### config.mk
export PLATFORM = sky130hd
export DESIGN_NAME = regfile_write_demux
export DESIGN_NICKNAME = d
export VERILOG_FILES = /design/src/rtl/regfile_pkg.sv /design/src/rtl/decoder5_32.sv /design/src/rtl/regfile_write_demux.sv
export SDC_FILE = /design/constraint.sdc
export NUM_CORES = 1
export LEC_CHECK = 0
export CAP_MARGIN = 10
export CORE_ASPECT_RATIO = 1.5
export CORE_MARGIN = 5
export CORE_UTILIZATION = 55
export DETAILED_ROUTE_END_ITERATION = 12
export GPL_ROUTABILITY_DRIVEN = 1
export PLACE_DENSITY_LB_ADDON = 0.08
export SLEW_MARGIN = 30
export SYNTH_ARGS = -nofsm -noshare
export SYNTH_HDL_FRONTEND = slang
export SYNTH_SLANG_ARGS = --single-unit
### constraint.sdc
create_clock -name i_clk -period 21 [get_ports i_clk]
set_clock_uncertainty 0.05 [all_clocks]
set_input_delay 4.2 -clock i_clk [delete_from_list [all_inputs] [get_ports i_clk]]
set_output_delay 4.2 -clock i_clk [all_outputs]
set_load 0.02 [all_outputs]
### src/rtl/regfile_pkg.sv
// Shared constants, types and pointer helper for the register-file write demux.
package regfile_pkg;
   localparam int NREGS = 32;
   localparam int AW    = 5;
   localparam int DW    = 64;
   localparam int DEPTH = 2;
   localparam int PW    = (DEPTH > 1) ? $clog2(DEPTH) : 1;
   localparam int CW    = $clog2(DEPTH + 1);

   typedef logic [AW-1:0]    reg_addr_t;
   typedef logic [DW-1:0]    reg_data_t;
   typedef logic [NREGS-1:0] reg_vec_t;

   typedef struct packed {
      reg_addr_t addr;
      reg_data_t data;
   } wr_req_t;

   localparam reg_addr_t XZR_ADDR = 5'd31;

   function automatic logic [PW-1:0] ptr_inc(input logic [PW-1:0] p);
      if (p == PW'(DEPTH - 1)) begin
         return {PW{1'b0}};
      end else begin
         return p + PW'(1);
      end
   endfunction
endpackage

### src/rtl/decoder5_32.sv
// Combinational register-number to one-hot decoder.
module decoder5_32
   import regfile_pkg::*;
(
   input  logic [AW-1:0]    i_addr,
   output logic [NREGS-1:0] o_onehot
);

   always_comb begin
      o_onehot         = {NREGS{1'b0}};
      o_onehot[i_addr] = 1'b1;
   end

endmodule

### src/rtl/regfile_write_demux.sv
// Writeback request queue feeding a registered one-hot write port of the
// register array; exports a pending-write vector for hazard detection.
module regfile_write_demux
   import regfile_pkg::*;
(
   input  logic             i_clk,
   input  logic             i_reset,
   input  logic             i_wr_valid,
   output logic             o_wr_ready,
   input  logic [AW-1:0]    i_wr_addr,
   input  logic [DW-1:0]    i_wr_data,
   input  logic             i_commit_en,
   output logic [NREGS-1:0] o_we_onehot,
   output logic [DW-1:0]    o_wdata_out,
   output logic [NREGS-1:0] o_pending
);

   wr_req_t       r_q [DEPTH];
   logic [PW-1:0] r_head;
   logic [PW-1:0] r_tail;
   logic [CW-1:0] r_count;
   reg_vec_t      r_we_onehot;
   reg_data_t     r_wdata;

   logic             w_full;
   logic             w_push;
   logic             w_pop;
   reg_vec_t         w_head_onehot;
   reg_vec_t         w_entry_onehot [DEPTH];
   logic [DEPTH-1:0] w_entry_valid;
   reg_vec_t         w_pending;

   assign w_full = (r_count == CW'(DEPTH));
   assign w_pop  = (r_count != {CW{1'b0}}) && i_commit_en;
   // XZR writes are handshaken but dropped before reaching the queue.
   assign w_push = i_wr_valid && !w_full && (i_wr_addr != XZR_ADDR);

   decoder5_32 u_head_dec (
      .i_addr   (r_q[r_head].addr),
      .o_onehot (w_head_onehot)
   );

   for (genvar g = 0; g < DEPTH; g++) begin : g_entry
      decoder5_32 u_dec (
         .i_addr   (r_q[g].addr),
         .o_onehot (w_entry_onehot[g])
      );
      // Slot g is live when its distance from head is below the occupancy.
      assign w_entry_valid[g] =
         ((CW'(g) + ((PW'(g) < r_head) ? CW'(DEPTH) : {CW{1'b0}}) - CW'(r_head)) < r_count);
   end

   always_comb begin
      w_pending = r_we_onehot;
      for (int i = 0; i < DEPTH; i++) begin
         if (w_entry_valid[i]) begin
            w_pending = w_pending | w_entry_onehot[i];
         end else begin
            w_pending = w_pending;
         end
      end
   end

   always_ff @(posedge i_clk or posedge i_reset) begin
      if (i_reset) begin
         for (int i = 0; i < DEPTH; i++) begin
            r_q[i] <= '{addr: {AW{1'b0}}, data: {DW{1'b0}}};
         end
      end else if (w_push) begin
         r_q[r_tail] <= '{addr: i_wr_addr, data: i_wr_data};
      end
   end

   always_ff @(posedge i_clk or posedge i_reset) begin
      if (i_reset) begin
         r_head  <= {PW{1'b0}};
         r_tail  <= {PW{1'b0}};
         r_count <= {CW{1'b0}};
      end else begin
         if (w_pop) r_head <= ptr_inc(r_head);
         if (w_push) r_tail <= ptr_inc(r_tail);
         case ({w_push, w_pop})
            2'b10:   r_count <= r_count + CW'(1);
            2'b01:   r_count <= r_count - CW'(1);
            default: r_count <= r_count;
         endcase
      end
   end

   // Write port: one-cycle pulse per pop, data held between pops.
   always_ff @(posedge i_clk or posedge i_reset) begin
      if (i_reset) begin
         r_we_onehot <= {NREGS{1'b0}};
         r_wdata     <= {DW{1'b0}};
      end else if (w_pop) begin
         r_we_onehot <= w_head_onehot;
         r_wdata     <= r_q[r_head].data;
      end else begin
         r_we_onehot <= {NREGS{1'b0}};
      end
   end

   assign o_wr_ready  = !w_full;
   assign o_we_onehot = r_we_onehot;
   assign o_wdata_out = r_wdata;
   assign o_pending   = w_pending;

endmodule

==> results.md, run 1 <==
Clock tree:
- For this design, the sink count on the clock tree is around 240.
- The total of cells resized after clock tree synthesis is 0.
- In this run the post-CTS setup repair buffer count came out at 0.
- The clock passes through at most 3 buffers.
- The clock slew seen by the registers of the worst setup and hold paths is roughly 60 ps.
- The TritonCTS clock tree is done.
- Clock tree synthesis inserted a total of 21 buffers.
- At the later pin of the worst-skew pair, clock insertion delay measures 490 ps.
- CTS placed an instance of sky130_fd_sc_hd__clkbuf_16 at the clock tree root.
- The depth of the CTS H-tree is 1.
- In this run, post-CTS hold repair placed 0 buffers.

Global routing:
- The global route total overflow is 0.
- Global routing used between 20% and 30% of the available tracks across all layers.
- The via count of the first global-routing pass came to 7282.
- The pin count of the biggest net entering global routing is 166.
- The number of antenna violations at the first check in global routing is 1.
- The first-pass GRT wire length is approximately 38000 microns.

Setup path:
- The startpoint identified for the worst register-to-register timing path is r_count[0].
- The worst register-to-register path ends at r_q[93].
- The launch point of the critical path is r_head.
- The type of element launching the critical path is a flip-flop.
- The worst setup path endpoint is o_pending[22].
- The reg-to-reg setup timing slack is approximately 18000 ps.
- The type of the worst setup path is flip-flop to output pin.
- Data arrives at the worst endpoint at a little over 3000 ps.
- At the worst endpoint, the required time is ~17000 ps.
- Counting cells, the worst reg-to-reg path comes to 4.
- The worst setup path is captured at an output pin.
- The critical-path maximum fanout is 20.

Routing:
- Before antenna repair, the detailed router went through 7 iterations.
- Dividing the detail-routed wire length by the instance count gives slightly below 20 microns.
- For this block, the initial DRC count from the detailed router was around 460.
- The final routed wirelength across all metal layers is around 23000 microns.
- The post-route antenna net violation count is 0.
- The vias after detailed routing is a little under 7000.
- The DRC violations left is 0.
- Dividing the detail-routed via count by the number of cells gives between 5 and 6.

Logic synthesis:
- The number of warnings printed during yosys synthesis is 0.
- The synthesized area per cell is 13.0 sq um.
- Counting flops and latches in the post-synthesis netlist gives ~240.
- The cell type with the largest total area after synthesis is sky130_fd_sc_hd__dfrtp_1.
- The number of instances in the synthesized netlist is 762.
- The number of nets in the synthesized netlist is between 800 and 900.
- Yosys attributes the largest share of cell area to sky130_fd_sc_hd__dfrtp_1, sky130_fd_sc_hd__mux2_2, sky130_fd_sc_hd__mux2i_1, sky130_fd_sc_hd__a221o_1, sky130_fd_sc_hd__o21ai_0.
- The share of synthesized area in the top cell type comes to between 50 and 60%.
- For this run, the register share of the synthesized area comes to between 50% and 60%.
- Synthesis instantiated 33 different standard cells from the library.
- The cell area after synthesis is between 9000 and 10000 sq um.

Timing:
- The final count of pins violating max slew is 0.
- The period utilization is 34.8%.
- The number of endpoints failing setup at the final stage is 0.
- Setup repair after global routing left no endpoint under its margin.
- The number of hold violations in the final report is 0.
- Measured against its own limit, the worst slew margin works out to between 30% and 40%.
- At the pin with the least slew margin, the transition time is 928 ps.
- The aggregate negative setup slack is 0 ps.
- For the finished layout, the period the worst path requires is approximately 7300 ps.
- The maximum clock frequency is roughly 0.14 GHz.
- The worst hold-check slack is between 400 and 500 ps.

Floorplan:
- The die outline width is roughly 120 microns.
- After floorplanning, the core was divided into 60 placement rows.
- The starting density of the core is a little under three fifths.
- The floorplan die height is ~170 microns.
- The core region area is about 18000 sq um.
- The area of the die is between 20000 and 25000 sq um.
- During I/O placement, the number of pins put on the boundary was between 200 and 250.

Layout:
- Cells with a size suffix above 1 make up between 15 and 20% of the layout.
- The number of inserted filler cells in the final layout is about 1300.
- The area of all placed cells without fillers is about 13000 sq um.
- The net count of the finished layout is between 1000 and 1500.
- The area added between synthesis and finish is 28.2%.
- In the final layout, flip-flops and latches occupy slightly below 6000 sq um.
- In the final layout, the multi-input gates occupy 3750 sq um.

Min path:
- The path class of the lowest-slack min-delay path is flip-flop to flip-flop.
- The worst hold path depth is 2.

Placement:
- The total half-perimeter wirelength after legalization and detailed placement is about 16000 microns.
- Routability-driven placement finished with a final weighted congestion of ~0.85.
- The count of buffers added on input and output ports is roughly 200.
- Once placement finished, the instance area stood at approximately 12000 sq um.

Power:
- The internal portion of the total power is between 0.001 and 0.0015 W.
- In this run, the combinational gates consume roughly 42% of the power.
- The power per cell area is 159 nW/um^2.
- Net switching is around 37% of the power.
- In this run the static leakage power is between 5 and 6 nW.
- IR analysis of the VDD net gives a maximum drop of 90.9 uV.
- The share of power burned in registers is 40.2%.
- The net switching power figure is 0.000740 W.
- The clock network accounts for around 18% of the total power.

Flow run:
- The number of max-capacitance violations reported is 0.

Outcome:
- The flow ran to the end, and the final reports show no timing, DRC or antenna violations.
worst max-delay path, stage by stage (launching register included):
cell	delay, ps
sky130_fd_sc_hd__dfrtp_4	630
sky130_fd_sc_hd__nand2b_1	270
sky130_fd_sc_hd__a21oi_1	770
sky130_fd_sc_hd__a221o_1	280
sky130_fd_sc_hd__clkdlybuf4s50_1	620
state kept, by name (all words and copies together) (netlist names):
| name | cells |
|---|---|
| r_count | 2 |
| o_we_onehot | 32 |
| r_head | 1 |
| r_tail | 1 |
| o_wdata_out | 64 |
| r_q | 138 |
Yosys cell counts:
master and count:
sky130_fd_sc_hd__a211oi_1 1, sky130_fd_sc_hd__a211oi_2 3, sky130_fd_sc_hd__a21oi_1 4, sky130_fd_sc_hd__a221o_1 32
sky130_fd_sc_hd__a31oi_1 1, sky130_fd_sc_hd__a32oi_1 8, sky130_fd_sc_hd__and3_1 5, sky130_fd_sc_hd__and3b_1 2
sky130_fd_sc_hd__and4_1 1, sky130_fd_sc_hd__buf_1 5, sky130_fd_sc_hd__buf_2 20, sky130_fd_sc_hd__buf_4 3
sky130_fd_sc_hd__buf_6 2, sky130_fd_sc_hd__clkbuf_1 15, sky130_fd_sc_hd__clkinv_1 1, sky130_fd_sc_hd__dfrtp_1 238
sky130_fd_sc_hd__ha_1 1, sky130_fd_sc_hd__inv_1 11, sky130_fd_sc_hd__mux2_1 20, sky130_fd_sc_hd__mux2_2 119
sky130_fd_sc_hd__mux2i_1 65, sky130_fd_sc_hd__nand2_1 69, sky130_fd_sc_hd__nand2b_1 4, sky130_fd_sc_hd__nor2_1 27
sky130_fd_sc_hd__nor2b_1 2, sky130_fd_sc_hd__nor3_1 23, sky130_fd_sc_hd__nor3b_1 3, sky130_fd_sc_hd__nor3b_2 1
sky130_fd_sc_hd__o211ai_1 6, sky130_fd_sc_hd__o21ai_0 64, sky130_fd_sc_hd__o21ai_1 1, sky130_fd_sc_hd__xnor2_1 4
sky130_fd_sc_hd__xor2_1 1
metal layers:
layer  vias up  global-route usage [%]  routed length (microns)
li1       3094                       -                        -
met1      3420                    26.6                     8790
met2       261                    39.8                    12300
met3        59                    4.47                     1510
met4         0                    6.78                      673
met5         -                       0                        0
power groups by stage:
stage	combinational, W	clock, W	sequential [W]
finish	0.000856	0.000354	0.000815
global route	0.000925	0.000381	0.000842
CTS	0.000864	0.000362	0.000815
detailed placement	0.000860	0	0.000823
global placement	0.000828	0	0.000805
floorplan	0.000515	0	0.000836
cells in the final DEF (no fill, tap or decap), drive strengths merged, types with 5 or more instances in the layout:
master         netlist  layout
mux2i               65      65
clkbuf              15      32
and3                 5       5
a32oi                8       8
clkdlybuf4s50        0     201
nor3                23      23
a221o               32      32
inv                 11      12
mux2               139     139
nand2               69      69
dfrtp              238     238
o211ai               6       6
nor2                27      27
o21ai               65      65
buf                 30       5
per-stage QoR:
stage	cells	utilization, %	setup slack, ps	total power (W)
2_1_floorplan	762	-	10220	0.00135
3_3_place_gp	1140	67.5	13860	0.00163
3_5_place_dp	1140	67.7	13800	0.00168
4_1_cts	1176	71.2	13640	0.00204
5_1_grt	1177	71.2	13560	0.00215
6_report	1177	71.2	13690	0.00203
final cells by class:
| cell class | instances | area share (%) |
|---|---|---|
| Inverter | 12 | 0.452 |
| Antenna cell | 1 | 0.0197 |
| Sequential cell | 238 | 46.8 |
| Clock buffer | 32 | 4.77 |
| Clock inverter | 4 | 0.187 |
| Tap cell | 217 | 2.13 |
| Timing Repair Buffer | 206 | 16.2 |
| Multi-Input combinational cell | 467 | 29.4 |
cells by family (layout without fill, tap and decap cells):
logic type               after synthesis  count (layout)  share of synthesized area, %
flip-flops                           238             238                          60.0
multiplexers                         204             204                          22.3
adder cells (fa/ha/maj)                1               1                         0.126
AND/OR/NAND/NOR                      137             137                          6.10
AO/OA/AOI/OAI                        120             120                          8.38
buffers and inverters                 57             254                          2.67
XOR/XNOR                               5               5                         0.441
other                                  0               1                             0
worst min path at each step:
stage / from / end / slack [ps]
after detailed placement: o_wdata_out[5] / o_wdata_out[5] / 420
after CTS: o_wdata_out[46] / o_wdata_out[46] / 430
final: o_wdata_out[46] / o_wdata_out[46] / 420
after floorplan: r_tail / r_tail / 400
after global placement: o_wdata_out[5] / o_wdata_out[5] / 410
after global routing: r_q[3] / r_q[3] / 450
(Power assumes the default switching activity.)
==> inputs of run 2 (changes only) <==
--- a/config.mk
+++ b/config.mk
@@ -8,7 +8,7 @@
 export CAP_MARGIN = 10
 export CORE_ASPECT_RATIO = 1.5
 export CORE_MARGIN = 5
-export CORE_UTILIZATION = 55
+export CORE_UTILIZATION = 51
 export DETAILED_ROUTE_END_ITERATION = 12
 export GPL_ROUTABILITY_DRIVEN = 1
 export PLACE_DENSITY_LB_ADDON = 0.08
==> constraint.sdc (replaced) <==
create_clock -name i_clk -period 7.1 [get_ports i_clk]
set_clock_uncertainty 0.05 [all_clocks]
set_input_delay 1.42 -clock i_clk [delete_from_list [all_inputs] [get_ports i_clk]]
set_output_delay 1.42 -clock i_clk [all_outputs]
set_load 0.02 [all_outputs]
==> results.md, run 2 (synthesis results as in run 1) <==
Clock tree:
- The number of sinks on the clock net is 238 (unchanged).
- The TritonCTS clock tree is done (unchanged).
- The number of hold buffers added after cts is 0 (unchanged).
- The number of buffers added for setup after CTS was 0 (unchanged).
- The depth of the CTS H-tree is 1 (unchanged).
- The total of cells resized after clock tree synthesis was 0 (unchanged).
- The clock network latency to the later pin of the worst-skew pair is 490 ps (about the same).
- The total clock buffers created by CTS is 22 (was 21).
- The buffer depth of the longest clock path is 3 (unchanged).
- The CTS root buffer is sky130_fd_sc_hd__clkbuf_16 (unchanged).
- The clock slew seen by the registers of the worst setup and hold paths is 60 ps (about the same).

Floorplan:
- The top-level I/O count is 202 (unchanged).
- The area of the die is 22400 sq um (was 20900 sq um).
- The floorplan die height is 181 microns (was 175 microns).
- The total number of placement rows is 62 (was 60).
- The starting density of the core is 51.8% (was 55.6%).
- The die outline width is 124 microns (was 120 microns).
- The core region area came to 19200 sq um (was 17900 sq um).

Global routing:
- The first-pass GRT wire length is 37800 microns (about the same).
- The global routing usage on met2 is 37.6% (was 39.8%).
- The all-layer global routing usage was 21.0% (was 22.1%).
- The met1 layer usage reported by global route came to 24.6% (was 26.6%).
- The via count of the first global-routing pass came to 7428 (was 7282).
- The peak-usage layer in the global routing report is met2 (unchanged).
- The global-route met3 utilization is 4.32% (was 4.47%).
- The pin count of the biggest net entering global routing was 93 (was 166).
- The global route total overflow is 0 (unchanged).
- The number of antenna violations at the first check in global routing is 1 (unchanged).

Outcome:
- Result of the run: completed (unchanged).

Layout:
- The post-layout utilization of the core came to 67.1% (was 71.2%).
- The fraction of final layout cells sized beyond drive strength 1 is 17.5% (was 16.9%).
- The register ranked first by flip-flop count is r_q (unchanged).
- The net total in the final layout is 1026 (was 1020).
- The non-filler instance count after layout was 1223 (was 1177).
- The diode insertion count for antenna repair came to 0 (was 1).
- The most frequent standard cell in the layout excluding fill and tap cells is sky130_fd_sc_hd__dfrtp_1 (unchanged).
- The number of flip-flops under the largest register name is 138 (unchanged).
- The number of inserted filler cells in the final layout is 1516 (was 1297).
- The area added between synthesis and finish is 29.5% (was 28.2%).
- The sequential cell area is 5960 sq um (unchanged).
- The combined area of the multi-input logic cells was 3750 sq um (unchanged).
- Most frequent cells in the layout: sky130_fd_sc_hd__dfrtp_1, sky130_fd_sc_hd__clkdlybuf4s50_1, sky130_fd_sc_hd__mux2_2, sky130_fd_sc_hd__nand2_1, sky130_fd_sc_hd__mux2i_1 (unchanged).

Placement:
- The placer's final routability congestion estimate was 0.893 (was 0.847).
- The total placed cells including tap cells is 1184 (was 1140).
- The count of port buffers added during placement was 201 (unchanged).
- The total half-perimeter wirelength after legalization and detailed placement came to 16200 microns (was 15900 microns).

Timing:
- The final count of pins violating max slew is 0 (unchanged).
- The number of endpoints failing setup at the final stage is 0 (unchanged).
- Based on the critical path, the design can be clocked at up to approximately 0.22 GHz.
- The aggregate negative setup slack is 0 ps (unchanged).
- The number of hold violations in the final report was 0 (unchanged).
- The slew at the pin closest to its max-slew limit is 973 ps (was 928 ps).
- The worst slew margin relative to its limit is 35.1% (was 38.1%).
- Dividing the final minimum period by the clock period gives between 60% and 70%.
- Unrepaired setup endpoints after global routing: no (unchanged).
- The time the worst path needs with I/O delays and setup is roughly 4600 ps.

Min path:
- The end point of the worst hold path is o_wdata_out[25] (was o_wdata_out[46]).
- The worst hold path depth came to 2 (unchanged).
- The critical hold path startpoint is o_wdata_out[25] (was o_wdata_out[46]).
- The path class of the lowest-slack min-delay path is flip-flop to flip-flop (unchanged).

Routing:
- The detailed router's first-iteration violation count is 335 (was 461).
- The detail-routed via count per cell is 5.55 (was 5.81).
- The final routed wirelength across all metal layers is 23400 microns (was 23200 microns).
- The post-route antenna net violation count came to 0 (unchanged).
- The DRC violations left came to 0 (unchanged).
- The first-pass iteration count of the detailed router came to 4 (was 7).
- The vias after detailed routing is 6788 (was 6834).
- The wire length per cell after detailed routing is 19.1 microns (was 19.7 microns).

Setup path:
- The launch instance of the worst register-to-register path is r_count[0] (unchanged).
- The worst reg2reg path depth was 4 (unchanged).
- The type of element launching the critical path is a flip-flop (unchanged).
- The critical-path maximum fanout is 22 (was 20).
- The type of the worst setup path was flip-flop to output pin (unchanged).
- The reg-to-reg setup timing slack came to 4250 ps (was 18070 ps).
- The required arrival time at the worst endpoint was 5630 ps (was 16750 ps).
- The data arrival time at the worst-slack endpoint is 3140 ps (was 3060 ps).
- The critical path capture point type is an output pin (unchanged).
- The endpoint of the worst-slack reg-to-reg timing path is r_q[20] (was r_q[93]).

Power:
- The maximum ir drop on the vdd rail was 279 uV (was 90.9 uV).
- The post-route total power was 0.00604 W (was 0.00203 W).
- The static power due to leakage is 5.51 nW (was 5.46 nW).
- The power per cell area is 470 nW/um^2 (was 159 nW/um^2).

Flow run:
- The number of max-capacitance violations reported is 0 (unchanged).
-- run 2: cell count changes in the layout (fill, tap and decap cells not counted) --
cell                         previous run  this run
sky130_fd_sc_hd__clkbuf_1               7         8
sky130_fd_sc_hd__buf_4                  2         7
sky130_fd_sc_hd__clkinvlp_4             0         1
sky130_fd_sc_hd__inv_12                 1         0
sky130_fd_sc_hd__diode_2                1         0
sky130_fd_sc_hd__buf_12                 0         1
sky130_fd_sc_hd__clkinv_2               3         4
sky130_fd_sc_hd__buf_6                  3         2
sky130_fd_sc_hd__clkbuf_16             21        23
sky130_fd_sc_hd__inv_6                  1         0
-- run 2: per-layer routing --
metal / wire, microns / vias to the layer above
met5: 13 / -
met4: 716 / 2
met3: 1560 / 50
met2: 12400 / 200
met1: 8670 / 3434
li1: - / 3102
-- run 2: cell type report --
class | count | share of cell area (%)
inverters | 12 | 0.379
repair buffers | 211 | 16.4
clock buffers | 35 | 5.14
clock inverters | 4 | 0.156
multi-input cells | 467 | 29.1
well taps | 256 | 2.49
flip-flops and latches | 238 | 46.3
-- run 2: how the worst max path moves through the flow --
stage | start | slack, ps | depth (start not counted) | endpoint
floorplan | i_reset | 2510 | 1 | o_wdata_out[0]
global placement | i_wr_addr[4] | 2780 | 5 | r_q[12]
detailed placement | i_wr_addr[3] | 2700 | 5 | r_q[20]
CTS | r_head | 2490 | 4 | o_pending[1]
global route | r_head | 2440 | 4 | o_pending[9]
finish | r_head | 2490 | 4 | o_pending[1]
-- run 2: per-stage QoR --
step                hold slack [ps]  worst slack, ps  cell area [sq um]
finish                          429             2490              12900
floorplan                       405             2510               9930
global route                    450             2440              12900
CTS                             434             2490              12900
detailed placement              420             2700              12200
global placement                411             2780              12100
-- run 2: where the power goes --
| part | total (W) | switching (W) | internal, W | leakage, nW |
|---|---|---|---|---|
| Combinational | 0.00253 | 0.00128 | 0.00125 | 2.26 |
| Sequential | 0.00240 | 0.000431 | 0.00197 | 2.91 |
| Clock | 0.00111 | 0.000472 | 0.000636 | 0.337 |
-- run 2: critical path: stages (launching register included) --
cell and delay [ps]:
sky130_fd_sc_hd__dfrtp_4 650, sky130_fd_sc_hd__nand2b_1 270, sky130_fd_sc_hd__a21oi_1 800, sky130_fd_sc_hd__a221o_1 290, sky130_fd_sc_hd__clkdlybuf4s50_1 640
==> inputs of run 3 (changes only) <==
--- a/config.mk
+++ b/config.mk
@@ -8,7 +8,7 @@
 export CAP_MARGIN = 10
 export CORE_ASPECT_RATIO = 1.5
 export CORE_MARGIN = 5
-export CORE_UTILIZATION = 51
+export CORE_UTILIZATION = 46
 export DETAILED_ROUTE_END_ITERATION = 12
 export GPL_ROUTABILITY_DRIVEN = 1
 export PLACE_DENSITY_LB_ADDON = 0.08
==> constraint.sdc (replaced) <==
create_clock -name i_clk -period 3.7 [get_ports i_clk]
set_clock_uncertainty 0.05 [all_clocks]
set_input_delay 0.74 -clock i_clk [delete_from_list [all_inputs] [get_ports i_clk]]
set_output_delay 0.74 -clock i_clk [all_outputs]
set_load 0.02 [all_outputs]
==> results.md, run 3 (synthesis results as in run 1) <==
Clock tree:
- The total clock buffers created by CTS was 23 (was 22).
- The CTS root buffer is sky130_fd_sc_hd__clkbuf_16 (unchanged).
- The number of buffers added for setup after CTS is 0 (unchanged).
- The clock network latency to the later pin of the worst-skew pair is 510 ps (was 490 ps).
- The total of cells resized after clock tree synthesis is 0 (unchanged).
- The depth of the CTS H-tree was 1 (unchanged).
- The number of hold buffers added after cts came to 0 (unchanged).
- The clock slew seen by the registers of the worst setup and hold paths is 60 ps (about the same).
- The TritonCTS clock tree is done (unchanged).
- The buffer depth of the longest clock path is 3 (unchanged).
- The number of sinks on the clock net is 238 (unchanged).

Floorplan:
- The core region area came to 21100 sq um (was 19200 sq um).
- The top-level I/O count was 202 (unchanged).
- The total number of placement rows was 65 (was 62).
- The die outline width came to 130 microns (was 124 microns).
- The area of the die is 24700 sq um (was 22400 sq um).
- The floorplan die height is 190 microns (was 181 microns).
- The starting density of the core is 47.0% (was 51.8%).

Timing:
- The setup slack of the critical path after layout was 120 ps (was 2490 ps).
- In the finished design, the share of the clock period the worst path needs comes to between 90 and 100%.
- The worst hold-check slack is 434 ps (was 429 ps).
- Unrepaired setup endpoints after global routing: no (unchanged).
- The slew at the pin closest to its max-slew limit is 828 ps (was 973 ps).
- The time the worst path needs with I/O delays and setup is approximately 3600 ps.
- Static timing analysis puts the maximum clock frequency at 0.279 GHz.
- The number of endpoints failing setup at the final stage was 0 (unchanged).
- The number of hold violations in the final report is 0 (unchanged).
- The aggregate negative setup slack is 0 ps (unchanged).
- The worst slew margin relative to its limit is 44.6% (was 35.1%).
- The final count of pins violating max slew is 0 (unchanged).

Placement:
- The count of port buffers added during placement is 201 (unchanged).
- The placement-stage worst setup slack came to 696 ps (was 2700 ps).
- The total half-perimeter wirelength after legalization and detailed placement is 16700 microns (was 16200 microns).
- The placement-stage cell area is 12300 sq um (was 12200 sq um).
- The placer's final routability congestion estimate is 0.909 (was 0.893).
- The total placed cells including tap cells is 1210 (was 1184).

Setup path:
- The largest stage delay on the critical path came to 680 ps (was 800 ps).
- The data arrival time at the worst-slack endpoint is 2790 ps (was 3140 ps).
- The launch point of the critical path is r_count[0] (was r_head).
- The type of the worst setup path is flip-flop to output pin (unchanged).
- The critical path capture point type is an output pin (unchanged).
- The cell with the biggest individual delay on the critical path is sky130_fd_sc_hd__nor2_1 (was sky130_fd_sc_hd__a21oi_1).
- The launch instance of the worst register-to-register path is r_count[0] (unchanged).
- The required arrival time at the worst endpoint is 2910 ps (was 5630 ps).
- The type of element launching the critical path is a flip-flop (unchanged).
- The kind of cell adding the most delay to the critical path is simple AND/OR/NAND/NOR gates (was compound AO/OA/AOI/OAI gates).
- The critical-path maximum fanout is 8 (was 22).
- Critical path, cell by cell: a21oi_1 -> nor2_1 -> a221o_1 -> clkdlybuf4s50_1 (was nand2b_1 -> a21oi_1 -> a221o_1 -> clkdlybuf4s50_1).
- The total buffers and inverters traversed by the critical path is 1 (unchanged).

Global routing:
- The pin count of the biggest net entering global routing is 59 (was 93).
- The number of antenna violations at the first check in global routing is 2 (was 1).
- The first-pass GRT wire length was 39000 microns (was 37800 microns).
- The global route total overflow is 0 (unchanged).
- The via count of the first global-routing pass came to 7580 (was 7428).
- The all-layer global routing usage is 19.6% (was 21.0%).

Layout:
- The combined area of the multi-input logic cells is 3740 sq um (was 3750 sq um).
- The area of all placed cells without fillers is 13100 sq um (was 12900 sq um).
- The register ranked first by flip-flop count is r_q (unchanged).
- The most frequent standard cell in the layout excluding fill and tap cells is sky130_fd_sc_hd__dfrtp_1 (unchanged).
- The fraction of final layout cells sized beyond drive strength 1 is 19.1% (was 17.5%).
- The net total in the final layout came to 1041 (was 1026).
- The number of flip-flops under the largest register name is 138 (unchanged).
- Most frequent cells in the layout: sky130_fd_sc_hd__dfrtp_1, sky130_fd_sc_hd__clkdlybuf4s50_1, sky130_fd_sc_hd__mux2_2, sky130_fd_sc_hd__nand2_1, sky130_fd_sc_hd__mux2i_1 (unchanged).
- The area added between synthesis and finish is 32.1% (was 29.5%).
- The sequential cell area is 5960 sq um (unchanged).
- The non-filler instance count after layout is 1252 (was 1223).
- The number of inserted filler cells in the final layout was 1699 (was 1516).

Routing:
- The DRC violations left was 0 (unchanged).
- The detail-routed via count per cell is 5.43 (was 5.55).
- The detailed router's first-iteration violation count is 336 (was 335).
- The post-route antenna net violation count is 0 (unchanged).
- The vias after detailed routing is 6795 (was 6788).
- The final routed wirelength across all metal layers is 24100 microns (was 23400 microns).
- The first-pass iteration count of the detailed router is 4 (unchanged).
- The wire length per cell after detailed routing is 19.3 microns (was 19.1 microns).

Power:
- The power per cell area was 908 nW/um^2 (was 470 nW/um^2).
- The maximum ir drop on the vdd rail is 538 uV (was 279 uV).
- The static power due to leakage is 5.64 nW (was 5.51 nW).

Outcome:
- Result of the run: completed (unchanged).

Min path:
- The path class of the lowest-slack min-delay path is flip-flop to flip-flop (unchanged).
- The critical hold path startpoint is o_wdata_out[5] (was o_wdata_out[25]).

Flow run:
- The number of max-capacitance violations reported is 0 (unchanged).
-- run 3: changes by cell type in the layout (fill, tap and decap cells not counted), sizes merged --
cell | before | now
buf | 10 | 24
inv | 10 | 11
clkinvlp | 1 | 3
diode | 0 | 2
clkbuf | 35 | 31
bufinv | 0 | 2
-- run 3: per-layer routing --
metal	vias to the layer above	GRT usage (%)	part of all wire [%]
met1	3426	23.6	39
met4	0	5.52	2.1
met2	179	35.3	53
met5	-	0	0
li1	3149	-	-
met3	41	3.76	5.7
-- run 3: cell type report --
cell class	instances	share of cell area, %
antenna	2	0.0381
clock buffer	31	5.07
clock inverter	9	0.791
inverter	12	0.372
multi-input combinational	467	28.5
sequential	238	45.4
tap	268	2.56
timing repair buffer	225	17.3
-- run 3: power by group --
group / switching (W) / total, W / internal (W)
sequential: 0.000758 / 0.00455 / 0.00379
clock: 0.000970 / 0.00237 / 0.00140
combinational: 0.00254 / 0.00500 / 0.00246
total: 0.00427 / 0.0119 / 0.00765
-- run 3: through the flow --
| step | power (W) | util [%] |
|---|---|---|
| 3_5_place_dp | 0.00965 | 58.4 |
| 6_report | 0.0119 | 62.1 |
| 2_1_floorplan | 0.00767 | - |
| 4_1_cts | 0.0121 | 62.0 |
| 5_1_grt | 0.0127 | 62.1 |
| 3_3_place_gp | 0.00940 | 58.4 |
-- run 3: final timing paths --
path | to | slack (ps) | cells past startpoint
setup / recovery | o_pending[11] | 120 | 4
hold / removal | o_wdata_out[5] | 430 | 2
setup reg to reg | r_count[1] | 1250 | 6
hold reg to reg | o_wdata_out[5] | 430 | 2
max in group asynchronous | o_wdata_out[4] | 2150 | 3
min in group asynchronous | o_wdata_out[26] | 650 | 2
-- run 3: worst min-delay path, delay by kind of cell, from the launching register on --
family | cells | cell delay, ps
AO/OA/AOI/OAI | 1 | 60
AND/OR/NAND/NOR | 1 | 50
flip-flops | 1 | 340
